[config.mk]
export PLATFORM = sky130hd
export DESIGN_NAME = alu_sequencer
export DESIGN_NICKNAME = d
export VERILOG_FILES = /design/src/rtl/alu_sequencer.sv
export SDC_FILE = /design/constraint.sdc
export NUM_CORES = 1
export LEC_CHECK = 0
export CAP_MARGIN = 20
export CORE_ASPECT_RATIO = 0.9
export CORE_MARGIN = 1
export CORE_UTILIZATION = 45
export CTS_CLUSTER_SIZE = 24
export DETAILED_ROUTE_END_ITERATION = 10
export PLACE_DENSITY_LB_ADDON = 0.15
export RECOVER_POWER = 50
export SLEW_MARGIN = 40
export SYNTH_ARGS = -nofsm -noshare
export SYNTH_HDL_FRONTEND = slang
export SYNTH_SLANG_ARGS = --single-unit
[constraint.sdc]
create_clock -name clk -period 2.6 [get_ports clk]
set_input_delay 0.52 -clock clk [delete_from_list [all_inputs] [get_ports clk]]
set_output_delay 0.52 -clock clk [all_outputs]
set_load 0.05 [all_outputs]
[src/rtl/alu_sequencer.sv]
// Execute-stage sequencer for the 4-bit processor: drives the ALU, holds acc/C/Z, resolves jumps.
// Optional macro ALU_SEQ_ILLEGAL_TRAP_EN: opcodes 0xB-0xF enter a sticky TRAP state instead of acting as NOP.
module alu_sequencer (
  input  logic       clk,
  input  logic       rst_n,
  input  logic       instr_valid,
  input  logic [7:0] instr,
  output logic       instr_ready,
  output logic [3:0] alu_a,
  output logic [3:0] alu_b,
  output logic [2:0] alu_sel,
  input  logic [3:0] alu_y,
  input  logic       alu_c,
  input  logic       alu_zero,
  output logic [3:0] acc,
  output logic       flag_c,
  output logic       flag_z,
  output logic       pc_load,
  output logic [3:0] pc_target,
  output logic       out_valid,
  output logic [3:0] out_data,
  output logic       trap
);

  localparam int unsigned DW   = 4;
  localparam int unsigned OPW  = 4;
  localparam int unsigned SELW = 3;

  localparam logic [1:0] S_IDLE = 2'd0;
  localparam logic [1:0] S_EXEC = 2'd1;
  localparam logic [1:0] S_WB   = 2'd2;
`ifdef ALU_SEQ_ILLEGAL_TRAP_EN
  localparam logic [1:0] S_TRAP = 2'd3;
`endif

  localparam logic [OPW-1:0] OP_LIT  = 4'h1;
  localparam logic [OPW-1:0] OP_ADD  = 4'h2;
  localparam logic [OPW-1:0] OP_SUB  = 4'h3;
  localparam logic [OPW-1:0] OP_NAND = 4'h4;
  localparam logic [OPW-1:0] OP_CMP  = 4'h5;
  localparam logic [OPW-1:0] OP_JC   = 4'h6;
  localparam logic [OPW-1:0] OP_JZ   = 4'h7;
  localparam logic [OPW-1:0] OP_JNZ  = 4'h8;
  localparam logic [OPW-1:0] OP_JMP  = 4'h9;
  localparam logic [OPW-1:0] OP_OUT  = 4'hA;

  localparam logic [SELW-1:0] SEL_A    = 3'b000;
  localparam logic [SELW-1:0] SEL_SUB  = 3'b001;
  localparam logic [SELW-1:0] SEL_B    = 3'b010;
  localparam logic [SELW-1:0] SEL_ADD  = 3'b011;
  localparam logic [SELW-1:0] SEL_NAND = 3'b100;

  logic [1:0]      state, state_n;
  logic [OPW-1:0]  op_q, op_n;
  logic [DW-1:0]   imm_n;
  logic [DW-1:0]   acc_n, alu_b_n, out_data_n;
  logic [SELW-1:0] alu_sel_n;
  logic            flag_c_n, flag_z_n, pc_load_n, out_valid_n, ready_n;
  logic            trap_q, trap_n;

  assign alu_a = acc;

`ifdef ALU_SEQ_ILLEGAL_TRAP_EN
  assign trap = trap_q;
`else
  assign trap = 1'b0;
`endif

  // Next-state and next-output decode; register writes happen on the edge leaving EXEC.
  always_comb begin
    state_n     = state;
    op_n        = op_q;
    imm_n       = pc_target;
    acc_n       = acc;
    flag_c_n    = flag_c;
    flag_z_n    = flag_z;
    alu_b_n     = DW'(0);
    alu_sel_n   = SEL_A;
    pc_load_n   = 1'b0;
    out_valid_n = 1'b0;
    out_data_n  = out_data;
    trap_n      = trap_q;
    case (state)
      S_IDLE: begin
        if (instr_valid && instr_ready) begin
          op_n    = instr[7:4];
          imm_n   = instr[3:0];
          alu_b_n = instr[3:0];
          state_n = S_EXEC;
          case (instr[7:4])
            OP_LIT:         alu_sel_n = SEL_B;
            OP_ADD:         alu_sel_n = SEL_ADD;
            OP_SUB, OP_CMP: alu_sel_n = SEL_SUB;
            OP_NAND:        alu_sel_n = SEL_NAND;
            OP_JC:          pc_load_n = flag_c;
            OP_JZ:          pc_load_n = flag_z;
            OP_JNZ:         pc_load_n = !flag_z;
            OP_JMP:         pc_load_n = 1'b1;
            OP_OUT: begin
              out_valid_n = 1'b1;
              out_data_n  = acc;
            end
            default: ;
          endcase
        end
      end
      S_EXEC: begin
        state_n = S_IDLE;
        case (op_q)
          OP_LIT, OP_NAND: begin
            acc_n    = alu_y;
            flag_z_n = alu_zero;
            state_n  = S_WB;
          end
          OP_ADD, OP_SUB: begin
            acc_n    = alu_y;
            flag_c_n = alu_c;
            flag_z_n = alu_zero;
            state_n  = S_WB;
          end
          OP_CMP: begin
            flag_c_n = alu_c;
            flag_z_n = alu_zero;
            state_n  = S_WB;
          end
`ifdef ALU_SEQ_ILLEGAL_TRAP_EN
          default: begin
            if (op_q > OP_OUT) begin
              state_n = S_TRAP;
              trap_n  = 1'b1;
            end
          end
`else
          default: ;
`endif
        endcase
      end
      S_WB: state_n = S_IDLE;
`ifdef ALU_SEQ_ILLEGAL_TRAP_EN
      S_TRAP: state_n = S_TRAP;
`endif
      default: state_n = S_IDLE;
    endcase
    ready_n = (state_n == S_IDLE);
  end

  always_ff @(posedge clk) begin
    if (!rst_n) begin
      state       <= S_IDLE;
      op_q        <= OPW'(0);
      pc_target   <= DW'(0);
      acc         <= DW'(0);
      flag_c      <= 1'b0;
      flag_z      <= 1'b0;
      alu_b       <= DW'(0);
      alu_sel     <= SEL_A;
      pc_load     <= 1'b0;
      out_valid   <= 1'b0;
      out_data    <= DW'(0);
      instr_ready <= 1'b1;
      trap_q      <= 1'b0;
    end else begin
      state       <= state_n;
      op_q        <= op_n;
      pc_target   <= imm_n;
      acc         <= acc_n;
      flag_c      <= flag_c_n;
      flag_z      <= flag_z_n;
      alu_b       <= alu_b_n;
      alu_sel     <= alu_sel_n;
      pc_load     <= pc_load_n;
      out_valid   <= out_valid_n;
      out_data    <= out_data_n;
      instr_ready <= ready_n;
      trap_q      <= trap_n;
    end
  end

endmodule

# Word level (Yosys, flattened, before mapping)
# Cells that the tools add are included.
op_classes:
  muxes: 6
  n_reduce_logical: 14
  eq_ne: 16
ops:
  columns: ["cell", "n"]
  rows:
  - ["4-bit by 3-bit == test with 1-bit output, second input constant", 6]
  - ["4-bit by 2-bit == test with 1-bit output, second input constant", 4]
  - ["4-bit == test, second input constant", 3]
  - ["3-bit case mux with 4 select lines", 1]
  - ["4-bit by 1-bit == test with 1-bit output, second input constant", 2]
  - ["2-bit AND reduction", 4]
  - ["3-bit AND reduction", 2]
  - ["5-bit OR reduction", 1]
  - ["2-bit zero test", 2]
  - ["2-bit 2-to-1 mux", 2]
  - ["1-bit case mux with 4 select lines", 1]
  - ["2-bit case mux with 2 select lines", 1]
  - ["4-bit OR reduction", 1]
  - ["3-bit OR reduction", 1]
  - ["2-bit by 1-bit == test with 1-bit output, second input constant", 1]
  - ["2-bit OR reduction", 1]
  - ["1-bit logical AND", 1]
  - ["1-bit zero test", 1]
  - ["1-bit 2-to-1 mux", 1]
word_totals:
  word_cells: 48
  regBits: 30
  input_bits: 17
  out_inout_bits: 29

# Longest topological paths before layout
# Gate-level depths: netlist of run 1.
depth:
  depth_word: 5
  depth_mapped: 5
  mapped_depth_nobuf: 4

# Worst setup path after synthesis of run 1
# No wires, ideal clock.
synth_timing:
  path_type: "reg-to-reg"
  from: "reg instr_ready"
  to: "reg op_q[1]"
  path_buffers: 1
  setup_ps: 59
  arrival_ps: 1458
  required_ps: 2541
  period_less_slack_ps: 1517
  stages_incl_launch_ff: 6
  path_slack_ps: 1083
  path_cell_list: "dfxtp_1 -> and4bb_2 -> buf_2 -> nand2_2 -> inv_1 -> a22o_1"
synth_via:
  elab_chain_cells: 2
synth_rtl:
  columns: ["item", "line", "text"]
  rows:
  - ["start, declared", "8", "output logic instr_ready,"]
  - ["start signal, assigned", "174", "instr_ready <= ready_n;"]
  - ["1-bit logical AND", "85", "if (instr_valid && instr_ready) begin"]
  - ["2-bit AND reduction (no line)", null, null]
  - ["end signal, assigned", "164", "op_q <= op_n;"]
  - ["end, declared", "54", "logic [OPW-1:0] op_q, op_n;"]
# No other way between the ends.
# A chain may end at the register's enable or synchronous reset.

# Worst setup path after layout of run 1
layout_timing:
  from: "reg acc[0]"
  to: "out alu_a[0]"
layout_rtl:
  columns: ["item", "line", "text"]
  rows:
  - ["start, declared", "15", "output logic [3:0] acc,"]
  - ["start signal, assigned", "166", "acc <= acc_n;"]
  - ["end, declared", "9", "output logic [3:0] alu_a,"]
# No word-level cell between the ends.

==> flow_metrics.env, run 1 <==
export IMPL_final_hold_viol_count=0
export IMPL_worstHoldPathCells=1
export IMPL_required_ns=2.08
export IMPL_synthTopCellsByArea="dfxtp_1, mux2i_1, nand2_1, buf_4, a21oi_1"
export IMPL_area_growth_pct=38.89
export IMPL_coreArea_mm2=0.002467
export IMPL_ys_warn_count=0
export IMPL_syn_num_nets=134
export IMPL_clk_pin_slew_ns=0.09
export IMPL_numCtsBuffers=5
export IMPL_fmax_ghz=0.4777
export IMPL_grt_max_degree=18
export IMPL_grt_pass1_vias=971
export IMPL_drive_gt1_frac=0.06289
export IMPL_avgViaCountPerCell=5.241
export IMPL_worstMarginPinSlew_ns=0.7111
export IMPL_grt_overflow=0
export IMPL_root_buffer="clkbuf_4"
export IMPL_row_count=17
export IMPL_die_h_um=50.40
export IMPL_start_util=0.4746
export IMPL_io_pins=46
export IMPL_path_delay_family="buffers and inverters"
export IMPL_synthFlopType="dfxtp_1"
export IMPL_vdd_drop_max_v=0.0003447
export IMPL_clockBufferDepth=2
export IMPL_design_area_mm2=0.001627
export IMPL_antenna_cells=0
export IMPL_synth_area_per_cell_um2=10.01
export IMPL_crit_path_end_kind="output port"
export IMPL_fin_crit_ns=2.093
export IMPL_cts_tree="yes"
export IMPL_hold_buffers=0
export IMPL_drv_cap=0
export IMPL_finalSetupViolations=0
export IMPL_total_power_mw=0.9443
export IMPL_htree_levels=2
export IMPL_synth_seq_cells=30
export IMPL_post_synth_num_cell_types=33
export IMPL_rsz0062_at_grt="no"
export IMPL_wl_met3_um=140
export IMPL_layout_commonest_cell="clkdlybuf4s50_1"
export IMPL_ctsResizeCount=0
export IMPL_wl_met2_mm=1.308
export IMPL_synth_area_mm2=0.001171
export IMPL_cts_sinks=30
export IMPL_dieArea_mm2=0.002811
export IMPL_async_reset_ff_frac=0
export IMPL_met1Wirelength_mm=1.071
export IMPL_crit_arrival_ns=1.57
export IMPL_synthCells=117
export IMPL_crit_fanout=4
export IMPL_outcome="finished, final reports clean"
export IMPL_critPathKind="reg -> out"
export IMPL_layout_cells_most_common_list="clkdlybuf4s50_1, dfxtp_1, nand2_1"
export IMPL_ff2ff_path_depth=3
export IMPL_detail_route_antenna_nets=0
export IMPL_dr_pass1_iters=4
export IMPL_dp_hpwl_mm=1.882
export IMPL_cp_depth=1
export IMPL_vias=980
export IMPL_seq_area_frac_synth=0.5128
export IMPL_yosysTopAreaCell="dfxtp_1"
export IMPL_antenna_found_initial=0
export IMPL_netlist_area_leader_share=0.5128
export IMPL_post_drt_wl_per_cell_um=13.76
export IMPL_slowest_delay_ns=0.84
export IMPL_leakagePower_nw=0.6316
export IMPL_insertion_delay_ns=0.32
export IMPL_path_buf_inv=1
export IMPL_routed_wirelength_mm=2.573
export IMPL_place_congestion=0.8007
export IMPL_slew_headroom=0.5223
export IMPL_drt_initial_drc_count=18
export IMPL_grt_first_pass_wirelength_mm=4.291
export IMPL_period_share=0.8051
export IMPL_nNetsFinal=175
export IMPL_die_width_um=55.78
export IMPL_drv_slew=0
export IMPL_top_layer="met4"
export IMPL_post_route_util=0.6592
export IMPL_finalSetupTns_ns=0
export IMPL_p_per_area_mw_per_mm2=580.5
export IMPL_track_usage=0.2022
export IMPL_portBuffers=44
export IMPL_min_path_type="reg -> reg"
export IMPL_synth_edf_count=0
export IMPL_cp_slowest_cell="clkdlybuf4s50_1"
export IMPL_path_cells="clkdlybuf4s50_1"
export IMPL_postCtsSetupBuffers=0
export IMPL_drc=0
export IMPL_fin_skew_ns=0.007237
export IMPL_setup_worst_path_start_class="register"
export IMPL_place_area_mm2=0.001590
==> logic make-up after synthesis <==
family,count (synthesis),share of synthesized area
buf+inv,13,0.06090
simple gates,43,0.2297
compound gates,22,0.1261
xor+xnor,1,0.007480
flops,30,0.5128
other cells,1,0.003202
mux,7,0.05983
==> final cells by class <==
| class | instances | area [µm²] |
|---|---|---|
| clock buffers | 7 | 55.05 |
| clock inverters | 1 | 5.005 |
| fillers | 224 | 840.8 |
| inverters | 2 | 7.507 |
| multi-input cells | 74 | 475.5 |
| flip-flops and latches | 30 | 600.6 |
| well taps | 28 | 35.03 |
| repair buffers | 45 | 447.9 |
==> routing by layer <==
| metal | global-route usage | vias to the layer above |
|---|---|---|
| met5 | 0 | - |
| met4 | 0.1208 | 0 |
| met1 | 0.2097 | 458 |
| met2 | 0.3614 | 32 |
| met3 | 0.06186 | 7 |
| li1 | - | 483 |
==> Yosys cell counts (2+ instances only) <==
library cell	instances
and4bb_2	2
nor4_1	2
a22o_1	4
inv_1	2
a21oi_1	7
clkbuf_1	2
dfxtp_1	30
o21ai_0	4
mux2i_1	7
nand3b_1	2
a21o_1	4
and3_1	4
buf_4	5
nand2_1	13
nand3_1	5
buf_2	3
nand2b_1	4
nor2_1	2
==> sequential cells by signal, summed over array words and instances (netlist names) <==
register,count
pc_target,4
pc_load,1
acc,4
flag_z,1
instr_ready,1
out_valid,1
flag_c,1
alu_sel,3
op_q,4
out_data,4
alu_b,4
state,2
==> through the flow <==
| step | cells | worst slack [ns] | hold WS, ns |
|---|---|---|---|
| CTS | 187 | 0.4894 | 0.4694 |
| floorplan | 117 | 1.083 | 0.4438 |
| global placement | 179 | 0.7353 | 0.4341 |
| detailed placement | 179 | 0.6471 | 0.4448 |
| finish | 187 | 0.5068 | 0.4624 |
| global route | 187 | 0.4510 | 0.4880 |
==> power breakdown <==
group          internal [mW]  switching [mW]
Combinational         0.0696           0.103
Clock                  0.131           0.148
Sequential             0.479          0.0141
==> final timing paths <==
path / startpoint / to / slack (ns)
max: acc[0] / alu_a[0] / 0.51
min: pc_target[2] / pc_target[2] / 0.46
max reg2reg: state[0] / acc[1] / 0.92
min reg2reg: pc_target[2] / pc_target[2] / 0.46
Note: power is estimated with default switching activity, not from simulation.
==> inputs of run 2 (changes only) <==
- CORE_UTILIZATION: 45 -> 42
- clock period: 2.6 -> 2.1 ns (I/O delays scaled with it)
==> flow_metrics.env, run 2 (same netlist as run 1, synthesis figures left out) <==
export IMPL_outcome="finished, final reports clean"
export IMPL_die_h_um=52.10
export IMPL_row_count=17
export IMPL_track_usage=0.1967
export IMPL_avgViaCountPerCell=5.194
export IMPL_worstHoldPathCells=1
export IMPL_reg2reg_from="op_q[3]"
export IMPL_place_congestion=0.7649
export IMPL_fin_skew_ns=0.002654
export IMPL_layout_commonest_cell="clkdlybuf4s50_1"
export IMPL_total_power_mw=1.134
export IMPL_dieArea_mm2=0.003004
export IMPL_nNetsFinal=175
export IMPL_dp_hpwl_mm=1.873
export IMPL_drive_gt1_frac=0.05063
export IMPL_p_per_area_mw_per_mm2=703.9
export IMPL_met1Wirelength_mm=1.221
export IMPL_detail_route_antenna_nets=0
export IMPL_vdd_drop_max_v=0.0003989
export IMPL_slew_headroom=0.5274
export IMPL_crit_fanout=4
export IMPL_post_route_util=0.6314
export IMPL_wl_met2_mm=1.233
export IMPL_rsz0062_at_grt="no"
export IMPL_holdPathEnd="pc_target[2]"
export IMPL_htree_levels=2
export IMPL_drv_slew=0
export IMPL_path_cells="clkdlybuf4s50_1"
export IMPL_grt_overflow=0
export IMPL_drt_initial_drc_count=26
export IMPL_grt_pass1_vias=934
export IMPL_postCtsSetupBuffers=0
export IMPL_period_share=0.9534
export IMPL_final_hold_viol_count=0
export IMPL_antenna_found_initial=0
export IMPL_drv_cap=0
export IMPL_grt_first_pass_wirelength_mm=4.181
export IMPL_clk_pin_slew_ns=0.08
export IMPL_cts_sinks=30
export IMPL_io_pins=46
export IMPL_ff2ff_path_depth=3
export IMPL_coreArea_mm2=0.002552
export IMPL_grt_max_degree=16
export IMPL_nFillCells=210
export IMPL_layout_cells_most_common_list="clkdlybuf4s50_1, dfxtp_1, nand2_1"
export IMPL_vias=966
export IMPL_finalSetupViolations=0
export IMPL_top_layer="met4"
export IMPL_die_width_um=57.66
export IMPL_critPathKind="reg -> out"
export IMPL_post_drt_wl_per_cell_um=14.27
export IMPL_wl_met3_um=126
export IMPL_reg2reg_to="acc[2]"
export IMPL_crit_arrival_ns=1.58
export IMPL_ctsResizeCount=0
export IMPL_area_growth_pct=37.61
export IMPL_drc=0
export IMPL_fin_crit_ns=2.002
export IMPL_dr_pass1_iters=4
export IMPL_crit_path_end_kind="output port"
export IMPL_routed_wirelength_mm=2.654
export IMPL_path_delay_family="buffers and inverters"
export IMPL_seq_area_um2=600.6
export IMPL_cts_tree="yes"
export IMPL_cp_slowest_cell="clkdlybuf4s50_1"
export IMPL_min_path_type="reg -> reg"
export IMPL_clockBufferDepth=2
export IMPL_setup_worst_path_start_class="register"
export IMPL_start_util=0.4588
export IMPL_crit_start="acc[0]"
export IMPL_root_buffer="clkbuf_4"
export IMPL_multi_input_area_um2=475.5
export IMPL_path_buf_inv=1
export IMPL_finalSetupTns_ns=0
export IMPL_antenna_cells=0
export IMPL_hold_buffers=0
export IMPL_slowest_delay_ns=0.84
export IMPL_numCtsBuffers=5
export IMPL_required_ns=1.68
export IMPL_r2r_setup_slack_ns=0.41
export IMPL_leakagePower_nw=0.6217
export IMPL_worstMarginPinSlew_ns=0.7034
export IMPL_worstHoldStart="pc_target[2]"
export IMPL_portBuffers=44
export IMPL_fmax_ghz=0.4994
export IMPL_insertion_delay_ns=0.33
-- run 2: power by group --
group / leakage, nW / total, mW / switching [mW] / internal, mW
clock: 0.0254 / 0.309 / 0.184 / 0.126
sequential: 0.244 / 0.610 / 0.0180 / 0.592
combinational: 0.352 / 0.215 / 0.129 / 0.0861
-- run 2: area by class of cell --
class	instances	area share
Clock buffer	7	0.02795
Inverter	2	0.004658
Multi-Input combinational cell	74	0.2950
Sequential cell	30	0.3727
Tap cell	28	0.02174
Timing Repair Buffer	45	0.2779
-- run 2: how the worst max path moves through the flow --
stage	to	slack (ns)	depth (start not counted)
finish	acc[0]	0.1	1
global route	acc[1]	0.05	1
detailed placement	op_q[2]	0.26	5
global placement	op_q[2]	0.32	5
floorplan	op_q[1]	0.58	5
CTS	acc[0]	0.1	1
-- run 2: routing by layer --
metal / vias to the layer above / track usage
met5: - / 0
met4: 0 / 0.1389
met2: 29 / 0.3120
met3: 9 / 0.05224
met1: 443 / 0.2321
li1: 485 / -
-- run 2: per-stage QoR --
step	hold slack [ns]	setup WS, ns	instance area (µm²)	instances
2_1_floorplan	0.4438	0.5828	1171	117
3_3_place_gp	0.4320	0.3165	1590	179
3_5_place_dp	0.4401	0.2647	1590	179
4_1_cts	0.4606	0.09809	1635	186
5_1_grt	0.4816	0.05225	1612	186
6_report	0.4531	0.09780	1612	186
==> inputs of run 3 (changes only) <==
- RECOVER_POWER: 50 -> 100
==> flow_metrics.env, run 3 (same netlist as run 1, synthesis figures left out) <==
export IMPL_outcome="finished, final reports clean"
export IMPL_slowest_delay_ns=0.84
export IMPL_dr_pass1_iters=4
export IMPL_fin_skew_ns=0.001996
export IMPL_drv_cap=0
export IMPL_htree_levels=2
export IMPL_layout_commonest_cell="dfxtp_1"
export IMPL_avgViaCountPerCell=5.199
export IMPL_clk_pin_slew_ns=0.08
export IMPL_insertion_delay_ns=0.33
export IMPL_vias=967
export IMPL_drt_initial_drc_count=23
export IMPL_path_delay_family="buffers and inverters"
export IMPL_nNetsFinal=175
export IMPL_crit_path_end_kind="output port"
export IMPL_p_int_mw=0.7997
export IMPL_period_share=0.9533
export IMPL_numCtsBuffers=5
export IMPL_area_growth_pct=37.61
export IMPL_cts_tree="yes"
export IMPL_min_path_type="reg -> reg"
export IMPL_hold_buffers=0
export IMPL_post_drt_wl_per_cell_um=14.24
export IMPL_rsz0062_at_grt="no"
export IMPL_critPathKind="reg -> out"
export IMPL_die_width_um=57.66
export IMPL_swShare=0.2911
export IMPL_worstMarginPinSlew_ns=0.7034
export IMPL_pwr_share_comb=0.186
export IMPL_drc=0
export IMPL_finalSetupTns_ns=0
export IMPL_clockBufferDepth=2
export IMPL_finalSetupViolations=0
export IMPL_coreArea_mm2=0.002552
export IMPL_cts_sinks=30
export IMPL_portBuffers=44
export IMPL_start_util=0.4588
export IMPL_drive_gt1_frac=0.05063
export IMPL_total_power_mw=1.128
export IMPL_layout_cells_most_common_list="dfxtp_1, clkdlybuf4s50_1, dlygate4sd3_1"
export IMPL_grt_first_pass_wirelength_mm=4.181
export IMPL_path_buf_inv=1
export IMPL_dieArea_mm2=0.003004
export IMPL_root_buffer="clkbuf_4"
export IMPL_layout_cells_non_filler=186
export IMPL_grt_pass1_vias=934
export IMPL_grt_overflow=0
export IMPL_row_count=17
export IMPL_setup_worst_path_start_class="register"
export IMPL_crit_fanout=4
export IMPL_path_cells="clkdlybuf4s50_1"
export IMPL_leakagePower_nw=0.6785
export IMPL_required_ns=1.68
export IMPL_vdd_drop_max_v=0.0003980
export IMPL_crit_arrival_ns=1.58
export IMPL_antenna_found_initial=0
export IMPL_antenna_cells=0
export IMPL_seq_power_share=0.541
export IMPL_drv_slew=0
export IMPL_grt_max_degree=16
export IMPL_track_usage=0.1967
export IMPL_fmax_ghz=0.4995
export IMPL_power_switching_mw=0.3283
export IMPL_final_hold_viol_count=0
export IMPL_p_per_area_mw_per_mm2=699.9
export IMPL_dp_hpwl_mm=1.873
export IMPL_die_h_um=52.10
export IMPL_timing_hold_ws_ns=0.4477
export IMPL_placed_cells=179
export IMPL_io_pins=46
export IMPL_ctsResizeCount=0
export IMPL_detail_route_antenna_nets=0
export IMPL_cp_slowest_cell="clkdlybuf4s50_1"
export IMPL_power_frac_clock=0.273
export IMPL_routed_wirelength_mm=2.649
export IMPL_slew_headroom=0.5274
export IMPL_fin_crit_ns=2.002
export IMPL_place_congestion=0.7649
export IMPL_postCtsSetupBuffers=0
## run 3: changes by cell type in the layout (fill, tap and decap cells not counted)
cell and change:
clkdlybuf4s50_1 -19, dlygate4sd3_1 +19
## run 3: metrics by stage
step                setup slack (ns)  area (µm²)    util
finish                       0.09815        1612  0.6314
global placement              0.3165        1590  0.6230
floorplan                     0.5828        1171       -
global route                 0.04224        1612  0.6314
CTS                          0.09809        1635  0.6407
detailed placement            0.2647        1590  0.6230
## run 3: power by group through the flow
stage / clock (mW) / sequential, mW / combinational (mW)
5_1_grt: 0.347 / 0.613 / 0.222
6_report: 0.308 / 0.610 / 0.210
3_3_place_gp: 0 / 0.622 / 0.219
2_1_floorplan: 0 / 0.676 / 0.0921
4_1_cts: 0.316 / 0.611 / 0.224
3_5_place_dp: 0 / 0.624 / 0.222
## run 3: metal layers
metal  GRT usage  up-vias  part of all wire
met4      0.1389        0             0.027
met3     0.05224        9             0.048
met2      0.3120       29              0.47
li1            -      487                 -
met5           0        -                 0
met1      0.2321      442              0.46
## run 3: final timing paths
kind	startpoint	to	slack, ns	depth (start not counted)
setup / recovery	acc[0]	acc[0]	0.1	1
hold / removal	pc_target[2]	pc_target[2]	0.45	1
setup reg to reg	op_q[3]	acc[2]	0.41	3
hold reg to reg	pc_target[2]	pc_target[2]	0.45	1
## run 3: cell type report
cell class,instances,area (µm²)
timing repair buffer,45,447.9
inverter,2,7.507
sequential,30,600.6
multi-input combinational,74,475.5
clock buffer,7,45.04
fill,210,940.9
tap,28,35.03
